[src/rtl/gpio_exec_if.sv]
// GPIO-side bundle for the BRAM->DSP->BRAM sequencer.
// The processor drives the instruction word; the sequencer returns strobes, latched fields and status.
interface gpio_exec_if #(
    parameter int CNT_W = 16
);
    logic [31:0]      inst;
    logic             bram0_en;
    logic [4:0]       bram0_raddr;
    logic             bram1_en;
    logic [4:0]       bram1_raddr;
    logic             bram1_we;
    logic [4:0]       bram1_waddr;
    logic [4:0]       dsp_inmode;
    logic [6:0]       dsp_opmode;
    logic [3:0]       dsp_alumode;
    logic             dsp_ce;
    logic             busy;
    logic             done;
    logic [CNT_W-1:0] cmd_count;

    modport master (
        output inst,
        input  bram0_en, bram0_raddr, bram1_en, bram1_raddr, bram1_we, bram1_waddr,
               dsp_inmode, dsp_opmode, dsp_alumode, dsp_ce, busy, done, cmd_count
    );

    modport slave (
        input  inst,
        output bram0_en, bram0_raddr, bram1_en, bram1_raddr, bram1_we, bram1_waddr,
               dsp_inmode, dsp_opmode, dsp_alumode, dsp_ce, busy, done, cmd_count
    );
endinterface

[src/rtl/gpio_exec_sequencer.sv]
// Runs one BRAM read -> DSP -> BRAM write operation per rising edge of the GPIO execute bit.
//   state     | meaning
//   S_IDLE    | waiting for execute rising edge
//   S_RD      | one cycle of BRAM0/BRAM1 read enable
//   S_WAIT_RD | BRAM_RD_LAT cycles for read data
//   S_EXEC    | DSP_LAT cycles with dsp_ce high
//   S_WRITE   | single BRAM1 write strobe, command counted
//   S_DONE    | done high until execute is seen low
module gpio_exec_sequencer #(
    parameter int BRAM_RD_LAT = 1,
    parameter int DSP_LAT     = 3,
    parameter int CNT_W       = 16
) (
    input  logic      clk,
    input  logic      rst_n,
    gpio_exec_if.slave bus
);
    localparam int MAX_LAT = (BRAM_RD_LAT > DSP_LAT) ? BRAM_RD_LAT : DSP_LAT;
    localparam int STG_W   = $clog2(MAX_LAT + 1);
    localparam logic [STG_W-1:0] RD_LOAD = STG_W'(BRAM_RD_LAT - 1);
    localparam logic [STG_W-1:0] EX_LOAD = STG_W'(DSP_LAT - 1);

    typedef enum logic [2:0] {
        S_IDLE, S_RD, S_WAIT_RD, S_EXEC, S_WRITE, S_DONE
    } state_t;

    state_t           state_q, state_d;
    logic [STG_W-1:0] stg_q, stg_d;
    logic             exec_q;
    logic             trigger;

    logic             rd_en_q, rd_en_d;
    logic             ce_q, ce_d;
    logic             we_q, we_d;
    logic             busy_q, busy_d;
    logic             done_q, done_d;
    logic [CNT_W-1:0] cnt_q;

    logic [4:0]       b0_raddr_q, b1_raddr_q, b1_waddr_q, inmode_q;
    logic [6:0]       opmode_q;
    logic [3:0]       alumode_q;

    assign trigger = (state_q == S_IDLE) && bus.inst[31] && !exec_q;

    always_comb begin
        state_d = state_q;
        stg_d   = stg_q;
        case (state_q)
            S_IDLE:    if (trigger) state_d = S_RD;
            S_RD: begin
                state_d = S_WAIT_RD;
                stg_d   = RD_LOAD;
            end
            S_WAIT_RD: begin
                if (stg_q == '0) begin
                    state_d = S_EXEC;
                    stg_d   = EX_LOAD;
                end else begin
                    stg_d = stg_q - STG_W'(1);
                end
            end
            S_EXEC: begin
                if (stg_q == '0) state_d = S_WRITE;
                else             stg_d   = stg_q - STG_W'(1);
            end
            S_WRITE:   state_d = S_DONE;
            S_DONE:    if (!bus.inst[31]) state_d = S_IDLE;
            default:   state_d = S_IDLE;
        endcase

        // Strobes are registered from the next state so they line up exactly with the state they describe.
        rd_en_d = (state_d == S_RD);
        ce_d    = (state_d == S_EXEC);
        we_d    = (state_d == S_WRITE);
        busy_d  = (state_d == S_RD) || (state_d == S_WAIT_RD) ||
                  (state_d == S_EXEC) || (state_d == S_WRITE);
        done_d  = (state_d == S_DONE);
    end

    always_ff @(posedge clk or negedge rst_n) begin
        if (!rst_n) begin
            state_q    <= S_IDLE;
            stg_q      <= '0;
            exec_q     <= 1'b1;
            rd_en_q    <= 1'b0;
            ce_q       <= 1'b0;
            we_q       <= 1'b0;
            busy_q     <= 1'b0;
            done_q     <= 1'b0;
            cnt_q      <= '0;
            b0_raddr_q <= '0;
            b1_raddr_q <= '0;
            b1_waddr_q <= '0;
            inmode_q   <= '0;
            opmode_q   <= '0;
            alumode_q  <= '0;
        end else begin
            state_q <= state_d;
            stg_q   <= stg_d;
            exec_q  <= bus.inst[31];
            rd_en_q <= rd_en_d;
            ce_q    <= ce_d;
            we_q    <= we_d;
            busy_q  <= busy_d;
            done_q  <= done_d;
            if (we_d) cnt_q <= cnt_q + CNT_W'(1);
            if (trigger) begin
                b0_raddr_q <= bus.inst[4:0];
                b1_raddr_q <= bus.inst[9:5];
                b1_waddr_q <= bus.inst[14:10];
                inmode_q   <= bus.inst[19:15];
                opmode_q   <= bus.inst[26:20];
                alumode_q  <= bus.inst[30:27];
            end
        end
    end

    assign bus.bram0_en    = rd_en_q;
    assign bus.bram1_en    = rd_en_q;
    assign bus.bram0_raddr = b0_raddr_q;
    assign bus.bram1_raddr = b1_raddr_q;
    assign bus.bram1_we    = we_q;
    assign bus.bram1_waddr = b1_waddr_q;
    assign bus.dsp_inmode  = inmode_q;
    assign bus.dsp_opmode  = opmode_q;
    assign bus.dsp_alumode = alumode_q;
    assign bus.dsp_ce      = ce_q;
    assign bus.busy        = busy_q;
    assign bus.done        = done_q;
    assign bus.cmd_count   = cnt_q;
endmodule

[src/flat_wrapper.sv]
// flat-port wrapper written by rule: the top's interface ports become plain ports
module gpio_exec_sequencer_flat 
#(
    parameter int BRAM_RD_LAT = 1,
    parameter int DSP_LAT     = 3,
    parameter int CNT_W       = 16
)
  (clk, rst_n, bus_inst, bus_bram0_en, bus_bram0_raddr, bus_bram1_en, bus_bram1_raddr, bus_bram1_we, bus_bram1_waddr, bus_dsp_inmode, bus_dsp_opmode, bus_dsp_alumode, bus_dsp_ce, bus_busy, bus_done, bus_cmd_count);
  gpio_exec_if #(.CNT_W(CNT_W)) bus_i ();
  input  logic clk;
  input  logic rst_n;
  input wire logic [$bits(bus_i.inst)-1:0] bus_inst;
  output wire logic [$bits(bus_i.bram0_en)-1:0] bus_bram0_en;
  output wire logic [$bits(bus_i.bram0_raddr)-1:0] bus_bram0_raddr;
  output wire logic [$bits(bus_i.bram1_en)-1:0] bus_bram1_en;
  output wire logic [$bits(bus_i.bram1_raddr)-1:0] bus_bram1_raddr;
  output wire logic [$bits(bus_i.bram1_we)-1:0] bus_bram1_we;
  output wire logic [$bits(bus_i.bram1_waddr)-1:0] bus_bram1_waddr;
  output wire logic [$bits(bus_i.dsp_inmode)-1:0] bus_dsp_inmode;
  output wire logic [$bits(bus_i.dsp_opmode)-1:0] bus_dsp_opmode;
  output wire logic [$bits(bus_i.dsp_alumode)-1:0] bus_dsp_alumode;
  output wire logic [$bits(bus_i.dsp_ce)-1:0] bus_dsp_ce;
  output wire logic [$bits(bus_i.busy)-1:0] bus_busy;
  output wire logic [$bits(bus_i.done)-1:0] bus_done;
  output wire logic [$bits(bus_i.cmd_count)-1:0] bus_cmd_count;
  assign bus_i.inst = bus_inst;
  assign bus_bram0_en = bus_i.bram0_en;
  assign bus_bram0_raddr = bus_i.bram0_raddr;
  assign bus_bram1_en = bus_i.bram1_en;
  assign bus_bram1_raddr = bus_i.bram1_raddr;
  assign bus_bram1_we = bus_i.bram1_we;
  assign bus_bram1_waddr = bus_i.bram1_waddr;
  assign bus_dsp_inmode = bus_i.dsp_inmode;
  assign bus_dsp_opmode = bus_i.dsp_opmode;
  assign bus_dsp_alumode = bus_i.dsp_alumode;
  assign bus_dsp_ce = bus_i.dsp_ce;
  assign bus_busy = bus_i.busy;
  assign bus_done = bus_i.done;
  assign bus_cmd_count = bus_i.cmd_count;
  gpio_exec_sequencer #(.BRAM_RD_LAT(BRAM_RD_LAT), .DSP_LAT(DSP_LAT), .CNT_W(CNT_W)) u_core (.clk(clk), .rst_n(rst_n), .bus(bus_i));
endmodule
[config.mk]
export PLATFORM = sky130hd
export DESIGN_NAME = gpio_exec_sequencer_flat
export DESIGN_NICKNAME = d
export VERILOG_FILES = /design/src/rtl/gpio_exec_if.sv /design/src/rtl/gpio_exec_sequencer.sv /design/src/flat_wrapper.sv
export SDC_FILE = /design/constraint.sdc
export NUM_CORES = 1
export LEC_CHECK = 0
export BUFFER_PORTS_ARGS = -buffer_cell sky130_fd_sc_hd__buf_2
export CAP_MARGIN = 20
export CORE_AREA = 10 10 94 96
export CTS_CLUSTER_SIZE = 16
export DETAILED_ROUTE_END_ITERATION = 8
export DIE_AREA = 0 0 104 106
export HOLD_SLACK_MARGIN = 0.1
export PLACE_DENSITY_LB_ADDON = 0.05
export REMOVE_ABC_BUFFERS = 1
export SETUP_SLACK_MARGIN = 0.3
export SLEW_MARGIN = 30
export SYNTH_ARGS = -nofsm -noshare
export SYNTH_HDL_FRONTEND = slang
export SYNTH_SLANG_ARGS = --single-unit
[constraint.sdc]
create_clock -name clk -period 2.95 [get_ports clk]
set_input_delay 0.1475 -clock clk [delete_from_list [all_inputs] [get_ports clk]]
set_output_delay 0.1475 -clock clk [all_outputs]
set_load 0.005 [all_outputs]
==> Word level (Yosys, flattened, before mapping) <==
Cells that the tools add are included.
{ "word_totals": {"regBits": 58, "input_bits": 34, "output_inout_bits": 53, "wordCells": 46} }
{ "classes": {"add_sub_neg": 2, "n_eq_ne": 11, "muxes": 8, "n_reduce_logical": 10} }
{ "ops": {"columns": ["operator", "count"], "rows": [
  ["one-hot mux 3 bit (6 select lines)", 1],
  ["adder 16 x 1 -> 16 bit (second input constant)", 1],
  ["equality test 3 x 2 -> 1 bit (second input constant)", 4],
  ["equality test 3 bit (second input constant)", 4],
  ["two-way mux 3 bit", 4],
  ["equality test 3 x 1 -> 1 bit (second input constant)", 2],
  ["one-hot mux 2 bit (3 select lines)", 1],
  ["two-way mux 2 bit", 2],
  ["logical NOT 3 bit", 1],
  ["logical OR 1 bit", 3],
  ["nonzero test 3 bit", 1],
  ["logical AND 1 bit", 2],
  ["logical NOT 2 bit", 1],
  ["!= test 2 bit (second input constant)", 1],
  ["AND reduction 2 bit", 1],
  ["subtractor 2 x 1 -> 2 bit (second input constant)", 1],
  ["logical NOT 1 bit", 1]
]} }

==> Longest topological paths before layout <==
Gate-level depths: netlist of run 1.
{ "depth": {"depth_word": 9, "mapped_depth": 7, "mapped_depth_nobuf": 7} }

==> Worst setup path after synthesis of run 1 <==
Ideal clock, no wire load.
{ "synth_path": {"kind": "register to register", "from": "register u_core.stg_q[0]", "to": "register u_core.cnt_q[12] (netlist: u_core.bus.cmd_count[12])", "arrival_ps": 1447, "path_slack_ps": 1379, "stages_incl_launch_ff": 7, "path_buffers": 0, "period_less_slack_ps": 1571, "cell_sequence": "dfrtp_1 inv_1 ha_1 nand4b_4 nor3_4 nand4_1 xnor2_1"} }
{ "synth_via": {"elab_chain_len": 4} }
{ "synth_rtl": {"columns": ["element", "line_no", "source"], "rows": [
  ["from (decl)", "gpio_exec_sequencer.sv:28", "logic [STG_W-1:0] stg_q, stg_d;"],
  ["from (signal assigned)", "gpio_exec_sequencer.sv:99", "stg_q <= stg_d;"],
  ["logical NOT 2 bit *", "gpio_exec_sequencer.sv:55, gpio_exec_sequencer.sv:63", null],
  ["two-way mux 3 bit (on tied branches)", "gpio_exec_sequencer.sv:63, gpio_exec_sequencer.sv:55", null],
  ["one-hot mux 3 bit (6 select lines) *", "gpio_exec_sequencer.sv:48", "case (state_q)"],
  ["equality test 3 bit *", "gpio_exec_sequencer.sv:74", "we_d = (state_d == S_WRITE);"],
  ["to (signal assigned)", "gpio_exec_sequencer.sv:106", "if (we_d) cnt_q <= cnt_q + CNT_W'(1);"],
  ["to (decl)", "gpio_exec_sequencer.sv:37", "logic [CNT_W-1:0] cnt_q;"]
]} }
Mark *: on every way between the ends. The rest lies on a longest branch, timed or not.
A chain may end at the register's enable or synchronous reset.

==> Worst setup path in the final report of run 1 <==
{ "layout_path": {"from": "register u_core.stg_q[0]", "to": "register u_core.cnt_q[14] (netlist: u_core.bus.cmd_count[14])"} }
Same word-level chain as after synthesis.

==> impl_metrics.json, run 1 <==
{
  "startpoint_type": "flop",
  "vdd_drop_max_mv": 0.345,
  "drt_iter0_markers": 43,
  "final.setup.worst_slack_ns": 1.19,
  "critPathSlowestCell": "dfrtp_1",
  "clock_sinks": 58,
  "clk_pin_slew_ns": 0.07,
  "via_per_inst": 4.34,
  "slowest_delay_ns": 0.40,
  "grt_pass1_vias": 1881,
  "worstSkewPairLatency_ns": 0.33,
  "dieHeight_um": 106,
  "numPortBuffers": 86,
  "syn-cell-area_sq_um": 2370,
  "crit_chain": "inv_1 > ha_1 > nand4b_4 > nor3_4 > nand4_1 > xnor2_1",
  "multi_input_area_sq_um": 848,
  "worstPathArrival_ns": 1.98,
  "fmaxAchievable_mhz": 568,
  "period_minus_slack_ns": 1.76,
  "synthAdderAreaFrac_pct": 1.58,
  "post-dp-hpwl_um": 3980,
  "ys_seq_area_share_pct": 61.2,
  "root_buffer": "clkbuf_8",
  "hp-class": "input pin to asynchronous set/reset pin",
  "area_growth_pct": 43.2,
  "worstPathBufferInverterCount": 1,
  "cts_tree": "built",
  "worst_slew_pin_slew_ns": 0.518,
  "first_pass_iters": 4,
  "drv_slew": 0,
  "yosys_most_used_dff": "dfrtp_1",
  "layout_commonest_cell": "buf_2",
  "final_layout_size_suffix_gt1_share_pct": 47.0,
  "yosysWarningCount": 0,
  "power.density_nw_per_um2": 822,
  "htreeDepth": 3,
  "fin_crit_sh_pct": 59.7,
  "yosys.area_share.simple_pct": 11.9,
  "slew_headroom_pct": 65.5,
  "initial_core_util_pct": 33.6,
  "post_drt_wl_per_cell_um": 14.6,
  "antenna_found_initial": 0,
  "postLayoutCoreUtil_pct": 48.1,
  "leakage_nw": 1.68,
  "yosysUniqueCellTypes": 33,
  "postRouteAntennaNets": 0,
  "finClkSkew_ns": 0.00722,
  "cts_buffers": 9,
  "synthMuxAreaShare_pct": 15.6,
  "synth.avg_cell_area_sq_um": 14.0,
  "rsz0062_at_grt": "no",
  "tns_ns": 0,
  "core_sq_um": 7060,
  "rows": 31,
  "synth-xor-area-share_pct": 5.91,
  "dieWidth_um": 104,
  "diodes": 0,
  "io_pins": 87,
  "final_cell_mix": "buf_2, dfrtp_1, dlygate4sd3_1",
  "seq_area_sq_um": 1450,
  "vias": 1730,
  "status": "complete, no violations",
  "cts.path.max_buffers": 2,
  "nets": 332,
  "grt_pass1_wl_um": 9780,
  "grt_max_degree": 40,
  "max_cap_violations": 0,
  "synth-compound-area-share_pct": 0.791,
  "grt_usage_pct": 10.9,
  "dp_slack_ns": 1.18,
  "synthArstFlopShare_pct": 100,
  "cp.required_ns": 3.17,
  "overflow": 0,
  "gp_congestion": 0.710,
  "finalHoldViolCount": 0,
  "setup.worst_path.class": "flop to flop",
  "crit_family": "simple AND/OR/NAND/NOR gates",
  "drc_errors": 0,
  "end_kind": "flop",
  "synth_top_family_by_area": "multiplexers",
  "wirelength_um": 5840,
  "num-fill-cells": 656,
  "synth_edf_count": 0,
  "netlist_instances": 169,
  "postCtsSetupBuffers": 0,
  "final-setup-viol-count": 0,
  "die_area_sq_um": 11000,
  "path_max_fanout": 7,
  "ys_ff_latch": 58
}
## power by group
part / total (W) / switching [W] / internal, W / leakage [nW]
Combinational: 0.000878 / 0.000369 / 0.000509 / 0.872
Sequential: 0.00128 / 0.000190 / 0.00109 / 0.727
Clock: 0.000640 / 0.000317 / 0.000323 / 0.0851
Total: 0.00279 / 0.000876 / 0.00192 / 1.68
## cells by family after synthesis
group | after synthesis
flops | 58
simple gates | 45
mux | 33
xor+xnor | 16
buf+inv | 11
compound gates | 3
fa+ha+maj | 3
## cells in the mapped netlist (2+ instances only)
cell type | instances | area (sq um)
and3_1 | 5 | 31.3
xor2_1 | 3 | 26.3
nand2_1 | 14 | 52.6
xnor2_1 | 13 | 114
nand2b_1 | 2 | 12.5
buf_6 | 3 | 33.8
dfrtp_1 | 57 | 1430
nand4_1 | 8 | 50.1
mux2_2 | 30 | 338
inv_1 | 3 | 11.3
nor2_1 | 5 | 18.8
mux2i_1 | 2 | 20.0
buf_2 | 2 | 10.0
ha_1 | 3 | 37.5
## layout make-up
class	instances	share of cell area [%]
multi-input cells	100	25.0
repair buffers	122	23.1
clock buffers	11	4.16
flip-flops and latches	58	42.7
inverters	4	0.479
well taps	99	3.65
clock inverters	5	0.884
## sequential cells by signal (all words and copies together), names as in the netlist, 2 cells and up
signal                  flops
u_core.bus.dsp_inmode       5
u_core.bus.bram1_raddr      5
u_core.state_q              3
u_core.bus.bram1_waddr      5
u_core.bus.dsp_opmode       7
u_core.bus.cmd_count       16
u_core.bus.bram0_raddr      5
u_core.stg_q                2
u_core.bus.dsp_alumode      4
## worst paths after layout
kind | slack [ns] | cells after the start | start | end
min in group clk | 0.48 | 1 | u_core.bus.cmd_count[15] | u_core.bus.cmd_count[15]
hold / removal | 0.33 | 2 | rst_n | u_core.stg_q[1]
max in group asynchronous | 2.03 | 3 | rst_n | u_core.bus.bram1_waddr[0]
hold reg to reg | 0.48 | 1 | u_core.bus.cmd_count[15] | u_core.bus.cmd_count[15]
setup reg to reg | 1.19 | 6 | u_core.stg_q[0] | u_core.bus.cmd_count[14]
setup / recovery | 1.19 | 6 | u_core.stg_q[0] | u_core.bus.cmd_count[14]
## through the flow
step / hold WS, ns / std cells / power (W) / cell area [sq um]
3_5_place_dp: 0.278 / 350 / 0.00216 / 2890
2_1_floorplan: -0.148 / 162 / 0.00173 / 2320
6_report: 0.330 / 399 / 0.00279 / 3400
3_3_place_gp: 0.277 / 350 / 0.00215 / 2890
5_1_grt: 0.378 / 399 / 0.00301 / 3400
4_1_cts: 0.463 / 399 / 0.00284 / 3400
## what timing repair did
| action | in CTS | in global routing |
|---|---|---|
| gates resized for setup | 0 | 0 |
| hold endpoints to repair | 68 | 0 |
| hold buffers | 33 | 0 |
## worst reg2reg max path, delay by kind of cell (launching register included)
kind / cells / cell delay [ns]
buf+inv: 1 / 0.11
flops: 1 / 0.40
xor+xnor: 1 / 0.14
fa+ha+maj: 1 / 0.31
simple gates: 3 / 0.70
## routing by layer
metal  vias to the layer above  GRT usage [%]  wire length, um
li1                        834              -                -
met1                       822           14.0             2830
met2                        65           16.0             2540
met3                         9           4.35              391
met4                         0           4.87               85
met5                         -              0                0
Power figures use the tool's default switching activity.
==> inputs of run 2 (changes only) <==
==> constraint.sdc (replaced) <==
create_clock -name clk -period 1.5 [get_ports clk]
set_input_delay 0.075 -clock clk [delete_from_list [all_inputs] [get_ports clk]]
set_output_delay 0.075 -clock clk [all_outputs]
set_load 0.005 [all_outputs]
==> impl_metrics.json, run 2 (synthesized netlist as in run 1, its figures left out) <==
{
  "worstSkewPairLatency_ns": 0.33,
  "placed_area_sq_um": 3050,
  "status": "complete, no violations",
  "clk_pin_slew_ns": 0.07,
  "diodes": 0,
  "post_drt_wl_per_cell_um": 14.6,
  "root_buffer": "clkbuf_8",
  "vias": 1814,
  "rr_endpoint": "u_core.bus.dsp_opmode[1]",
  "area_growth_pct": 55.3,
  "clock_sinks": 58,
  "finClkSkew_ns": 0.0121,
  "gp_congestion": 0.730,
  "rsz0062_at_grt": "yes",
  "antenna_found_initial": 0,
  "period_minus_slack_ns": 1.48,
  "leakage_nw": 1.84,
  "first_pass_iters": 4,
  "fmaxAchievable_mhz": 676,
  "tns_ns": 0,
  "numPortBuffers": 86,
  "overflow": 0,
  "finalHoldViolCount": 0,
  "cts_buffers": 9,
  "holdPathStages": 4,
  "layout_commonest_cell": "buf_2",
  "grt_max_degree": 34,
  "nets": 353,
  "wirelength_um": 6140,
  "dieWidth_um": 104,
  "largest_register_ffs": 16,
  "end_kind": "flop",
  "initial_core_util_pct": 33.6,
  "power.density_nw_per_um2": 1720,
  "worst_slew_pin_slew_ns": 0.428,
  "grt_usage_pct": 11.5,
  "startpoint_type": "flop",
  "rows": 31,
  "via_per_inst": 4.32,
  "dieHeight_um": 106,
  "post-dp-hpwl_um": 4190,
  "fin_crit_sh_pct": 98.7,
  "cp.required_ns": 1.71,
  "min_to": "u_core.bus.done",
  "io_pins": 87,
  "path_max_fanout": 33,
  "cts.path.max_buffers": 2,
  "worstPathArrival_ns": 1.69,
  "max_cap_violations": 0,
  "cts_tree": "built",
  "drc_errors": 0,
  "worst_r2r_path_depth": 3,
  "final-setup-viol-count": 0,
  "postRouteAntennaNets": 0,
  "fin_area_sq_um": 3680,
  "cp-startpoint": "u_core.state_q[1]",
  "final_layout_size_suffix_gt1_share_pct": 53.6,
  "drv_slew": 0,
  "grt_pass1_wl_um": 10300,
  "hp-class": "input pin to flop",
  "die_area_sq_um": 11000,
  "final_cell_mix": "buf_2, dfrtp_1, dlygate4sd3_1",
  "core_sq_um": 7060,
  "setup.worst_path.class": "flop to flop",
  "reg2reg_slack_ns": 0.02,
  "hold_path_startpoint": "bus_inst[31]",
  "total_power_w": 0.00632,
  "htreeDepth": 3,
  "r2r-start": "u_core.state_q[1]",
  "slew_headroom_pct": 71.5,
  "grt_pass1_vias": 1969,
  "drt_iter0_markers": 40,
  "vdd_drop_max_mv": 0.860
}
run 2: cell types whose count changed in the layout (fill, tap and decap cells not counted), moves of 2 or more:
cell       before  now
inv_2           0    2
clkinv_2        4    2
dfrtp_1        57   55
buf_12          0    2
bufinv_16       0    2
inv_1           3    1
buf_6           0    2
buf_4           4   20
dfrtp_2         0    2
run 2: through the flow:
step           hold WS (ns)  utilization, %  setup slack, ns  std cells
2_1_floorplan        -0.221               -           -0.701        162
3_3_place_gp         0.0519            43.2          -0.0657        367
3_5_place_dp         0.0435            43.2           -0.105        367
4_1_cts               0.138            51.8           0.0126        418
5_1_grt               0.192            52.2          -0.0673        420
6_report              0.159            52.2           0.0198        420
run 2: routing by layer:
metal  GRT usage [%]  part of all wire [%]  vias up
met5               0                     0        -
met4            5.07                   1.3        0
met3            3.56                   5.7        5
met2            17.8                    46       60
met1            14.6                    47      867
li1                -                     -      882
run 2: worst max-delay path by stage:
stage,end,slack (ns),depth (start not counted)
2_1_floorplan,u_core.bus.bram0_raddr[0],-0.70,2
3_3_place_gp,u_core.bus.cmd_count[14],-0.07,6
3_5_place_dp,u_core.bus.cmd_count[11],-0.10,6
4_1_cts,u_core.bus.cmd_count[11],0.01,6
5_1_grt,u_core.bus.cmd_count[11],-0.07,6
6_report,u_core.bus.dsp_opmode[1],0.02,3
run 2: repair_timing:
item / 4_1_cts / 5_1_grt
setup buffers: 2 / 2
hold endpoints to repair: 91 / 0
hold buffers: 33 / 0
gates resized for setup: 10 / 4
endpoints found under the setup margin: 53 / 52
pin swaps: 18 / 7
run 2: critical path: stages (launching register included):
cell and delay, ns:
dfrtp_1 0.42, nor4_4 0.33, buf_12 0.25, mux2_2 0.36
run 2: final cells by class:
cell class              instances  area, sq um
inverters                       4         16.3
clock inverters                 6         88.8
flip-flops and latches         58         1460
multi-input cells             100          890
clock buffers                  10          138
well taps                      99          124
repair buffers                143          973
fillers                       650         3370
run 2: where the power goes:
part	switching [W]	internal, W	leakage (nW)
sequential	0.000314	0.00214	0.724
combinational	0.000900	0.00133	1.00
clock	0.000656	0.000983	0.109
